[config.mk]
export PLATFORM = sky130hd
export DESIGN_NAME = pair_triple_pattern_sel
export DESIGN_NICKNAME = d
export VERILOG_FILES = /design/src/rtl/pair_triple_stim_checker_pkg.sv /design/src/rtl/pair_triple_stim_checker_pattern_sel.sv
export SDC_FILE = /design/constraint.sdc
export NUM_CORES = 1
export LEC_CHECK = 0
export CORE_AREA = 2 2 39 41
export DETAILED_ROUTE_END_ITERATION = 10
export DIE_AREA = 0 0 41 43
export PLACE_DENSITY = 0.4
export SYNTH_ARGS = -nofsm -noshare
export SYNTH_HDL_FRONTEND = slang
export SYNTH_SLANG_ARGS = --single-unit
[constraint.sdc]
create_clock -name vclk -period 1.22
set_clock_uncertainty 0.15 [all_clocks]
set_input_delay 0.122 -clock vclk [all_inputs]
set_output_delay 0.122 -clock vclk [all_outputs]
set_load 0.005 [all_outputs]
[src/rtl/pair_triple_stim_checker_pkg.sv]
// ============================================================================
// pair_triple_stim_checker_pkg : shared state/mode encodings and set membership
// Rev 1.0
// ============================================================================
`default_nettype none

package pair_triple_stim_checker_pkg;

  typedef enum logic [1:0] {
    IDLE  = 2'd0,
    DRIVE = 2'd1,
    WAIT  = 2'd2,
    DONE  = 2'd3
  } state_e;

  localparam logic [1:0] MODE_ALL     = 2'b00;
  localparam logic [1:0] MODE_PAIR    = 2'b01;
  localparam logic [1:0] MODE_NONPAIR = 2'b10;

  // Membership of a 3-bit vector in the pattern set chosen by mode (11 acts as ALL).
  function automatic logic in_set(input logic [2:0] v, input logic [1:0] mode);
    logic two_plus;
    two_plus = (v[0] & v[1]) | (v[2] & (v[0] | v[1]));
    case (mode)
      MODE_PAIR:    in_set = two_plus;
      MODE_NONPAIR: in_set = ~two_plus;
      default:      in_set = 1'b1;
    endcase
  endfunction

endpackage

`default_nettype wire

[src/rtl/pair_triple_stim_checker_pattern_sel.sv]
// ============================================================================
// pair_triple_pattern_sel : combinational next/first matching index for a mode
// Rev 1.0
// ============================================================================
`default_nettype none

module pair_triple_pattern_sel
  import pair_triple_stim_checker_pkg::*;
(
  input  logic [2:0] idx_i,
  input  logic [1:0] mode_i,
  output logic [2:0] next_idx_o,
  output logic       wrap_o,
  output logic [2:0] first_idx_o
);

  // Scans run downward so the lowest qualifying index is the one left standing.
  always_comb begin
    first_idx_o = 3'd0;
    next_idx_o  = 3'd0;
    wrap_o      = 1'b1;
    for (int i = 7; i >= 0; i--) begin
      if (in_set(3'(i), mode_i)) begin
        first_idx_o = 3'(i);
      end
    end
    for (int i = 7; i >= 0; i--) begin
      if ((3'(i) > idx_i) && in_set(3'(i), mode_i)) begin
        next_idx_o = 3'(i);
        wrap_o     = 1'b0;
      end
    end
    if (wrap_o) begin
      next_idx_o = first_idx_o;
    end
  end

endmodule

`default_nettype wire

# Word-level counts from Yosys, hierarchy flattened
# Cells that the tools add are included.
# classes
n_eq_ne,2
magnitude_cmp,8
n_addsub,0
n_bitwise,0
n_div,0
n_mul,0
n_mux,21
shift,0
n_reduce_logical,8
# ops
operator,n
3-bit two-way mux,10
3-bit greater-than comparator (first input constant),4
1-bit two-way mux,10
1-bit logical AND,8
1-bit by 3-bit greater-than comparator with 1-bit output (first input constant),2
2-bit by 3-bit greater-than comparator with 1-bit output (first input constant),2
2-bit by 1-bit equality test with 1-bit output (second input constant),1
2-bit equality test (second input constant),1
2-bit two-way mux,1
# totals
n_memories,0
regBits,0
romBits,0
elab_cells,39
latch_bits,0
mem_bits_rw,0

# Depth between registers and ports, before layout
# logic_depth
word_depth,12
ltp_mapped,3
ltp_nobuf,3

# Least setup slack after synthesis
# OpenSTA, ideal clock, no wires.
# synth_timing
path_kind,input port to output port
start,input port mode_i[0]
end,output port next_idx_o[1]
stages,3
n_path_buf,0
setup_slack_ns,0.405
t_arrival_ns,0.543
cell_sequence,nor2b_4 -> nand2_1 -> a32oi_1
# synth_between
elab_chain_cells,12
# synth_rtl
item,line_no,rtl
start: declaration,pair_triple_stim_checker_pattern_sel.sv:11,"input logic [1:0] mode_i,"
2-bit equality test,pair_triple_stim_checker_pkg.sv:24,case (mode)
1-bit two-way mux,pair_triple_stim_checker_pkg.sv:24,
1-bit logical AND,pair_triple_stim_checker_pattern_sel.sv:28,"if ((3'(i) > idx_i) && in_set(3'(i), mode_i)) begin"
3-bit two-way mux / 1-bit two-way mux (equally long branches) (8 in series),pair_triple_stim_checker_pattern_sel.sv:28,
3-bit two-way mux (*),pair_triple_stim_checker_pattern_sel.sv:33,if (wrap_o) begin
end: declaration,pair_triple_stim_checker_pattern_sel.sv:12,"output logic [2:0] next_idx_o,"
# Mark *: on every way between the ends. The rest lies on a longest branch, timed or not.

# Worst setup path after layout
# layout_timing
start,input port mode_i[1]
end,output port next_idx_o[1]
# Same word-level chain as after synthesis.

==> flow_summary_export.csv <==
group,metric,value,unit
timing,layout_setup_ws,0.0583,ns
timing,tns,0,ns
synthesis,synthCells,19,
grt,grt_pass1_wl,586,um
power,p_per_area,329,nW/um2
detailed_routing,drt_wl_total,388,um
grt,grt_pass1_vias,145,
detailed_routing,vias,170,
power,p_int,0.0000505,W
layout,num_antenna_cells,0,
detailed_routing,vias_per_cell,3.40,
placed_design,hpwl,272,um
clock_tree,cts_hold_buf,0,
critical_path,worstPathCellList,"buf_2 > nor2b_4 > buf_6 > nand2_1 > a32oi_1 > buf_2",
power,leakage,0.137,nW
critical_path,worstSetupPathType,"primary input to output port",
hold_path,min_path_type,"primary input to output port",
critical_path,cp_common_cell,"buf_2",
power,pwr-share-seq,0,%
synthesis,synth.avg_cell_area,5.86,um2
layout,drive_above_1_share,47.1,%
layout,regArea,0,um2
detailed_routing,route.detailed.drc,0,
power,p_clk_share,0,%
placed_design,io_buffers,11,
grt,grt_start_max_net_pins,7,
detailed_routing,wl_per_cell,7.76,um
flow_run,drv_cap,0,
detailed_routing,drt_pre_antenna_iters,1,
floorplan,die_height,43,um
floorplan,start_util,8.05,%
placed_design,place_congestion,0.577,
layout,mostFrequentLayoutCell,"buf_4",
synthesis,synth_top_area_share,13.5,%
grt,overflow,0,
layout,layout_common_cells,"buf_4 (5), buf_2 (4), nand2_1 (3), a21oi_1 (3), dlygate4sd2_1 (3)",
grt,antenna_found_initial,0,
synthesis,yosys-top-cells-area,"a21oi_1 (13%), buf_4 (13%), nor2b_4 (12%)",
synthesis,seq_area_frac_synth,0,%
detailed_routing,ant_nets,0,
timing,fmax,861,MHz
critical_path,worstPathMaxFanout,3,
timing,hold_viol,0,
floorplan,dieArea,1760,um2
placed_design,pre_cts_slack,-0.639,ns
detailed_routing,drt_iter0_drc,0,
floorplan,row_count,14,
power,irDropWorstVdd,0.0572,mV
critical_path,crit_required,0.95,ns
timing,slew_violations,0,
synthesis,synth_area,111,um2
power,swShare,41.3,%
layout,nets,41,
layout,area_growth,135,%
timing,setup_violations,0,
grt,grt_usage,4.40,%
synthesis,ys_types,12,
critical_path,worst_path_max_delay_cell,"a32oi_1",
timing,post-route-period-util,95.2,%
layout,numSequentialCells,0,
floorplan,coreArea,1380,um2
floorplan,io_pins,12,
critical_path,worst_setup_path_start_kind,"primary input",
critical_path,max_stage_delay,0.18,ns
synthesis,synth_nets,24,
layout,n_clock_buffer,0,
critical_path,worstSetupEndpointType,"output port",
status,status,"complete, no violations",
synthesis,ys_warn_count,0,
timing,rsz0062_at_grt,"true",
synthesis,synth_top_area_cell,"a21oi_1",
critical_path,critPathArrivalTime,0.89,ns
timing,min_period,1.16,ns
floorplan,die_w,41,um
power,power.switching,0.0000355,W
power,power_frac_comb,100.0,%
## Yosys cell counts
master / instances
a32oi_1: 1
conb_1: 1
inv_1: 1
nand2b_1: 2
nor2_1: 1
a21oi_1: 3
buf_4: 2
and2b_1: 1
o21ai_0: 2
nor2b_4: 1
nand2_1: 3
o22ai_1: 1
## layout make-up
type	count	area, um2
inverter	1	3.75
multi-input combinational	16	106
fill	170	1120
timing repair buffer	17	131
tap	16	20.0
## power by group through the flow
stage | Sequential [W] | Combinational [W] | Clock (W)
floorplan | 0 | 0.0000317 | 0
global placement | 0 | 0.0000889 | 0
detailed placement | 0 | 0.0000885 | 0
CTS | 0 | 0.0000882 | 0
global route | 0 | 0.0000945 | 0
finish | 0 | 0.0000860 | 0
## logic make-up (layout without fill, tap and decap cells)
logic type	Yosys count	count (layout)	synth area share [%]
compound gates	7	7	36.0
buf+inv	3	18	16.8
other cells	1	1	3.37
simple gates	8	8	43.8
## what timing repair did
action,4_1_cts,5_1_grt
pin swaps,0,1
gates resized for setup,32,2
buffers inserted,3,0
setup endpoints to repair,6,5
## stage by stage
stage	instances	instance area [um2]	util, %	hold WS, ns	total power, W
floorplan	19	111	-	0.120	0.0000317
global placement	47	249	18.0	1.11	0.0000889
detailed placement	47	249	18.0	1.11	0.0000885
CTS	50	273	19.7	0.556	0.0000882
global route	50	262	18.9	0.575	0.0000945
finish	50	262	18.9	0.535	0.0000860
## critical path: cells and delay by family
family          cells  cell delay, ns
compound gates      1            0.18
buf+inv             3            0.40
simple gates        2            0.19
## layer usage
metal  part of all wire (%)  GRT usage, %
met4                      0             0
met2                     42          6.56
met3                     12             0
met1                     45          7.28
met5                      0             0
## worst paths after layout
kind	from	to	depth (start not counted)
hold / removal	idx_i[0]	next_idx_o[1]	4
setup / recovery	mode_i[1]	next_idx_o[1]	6
(Power assumes the default switching activity.)
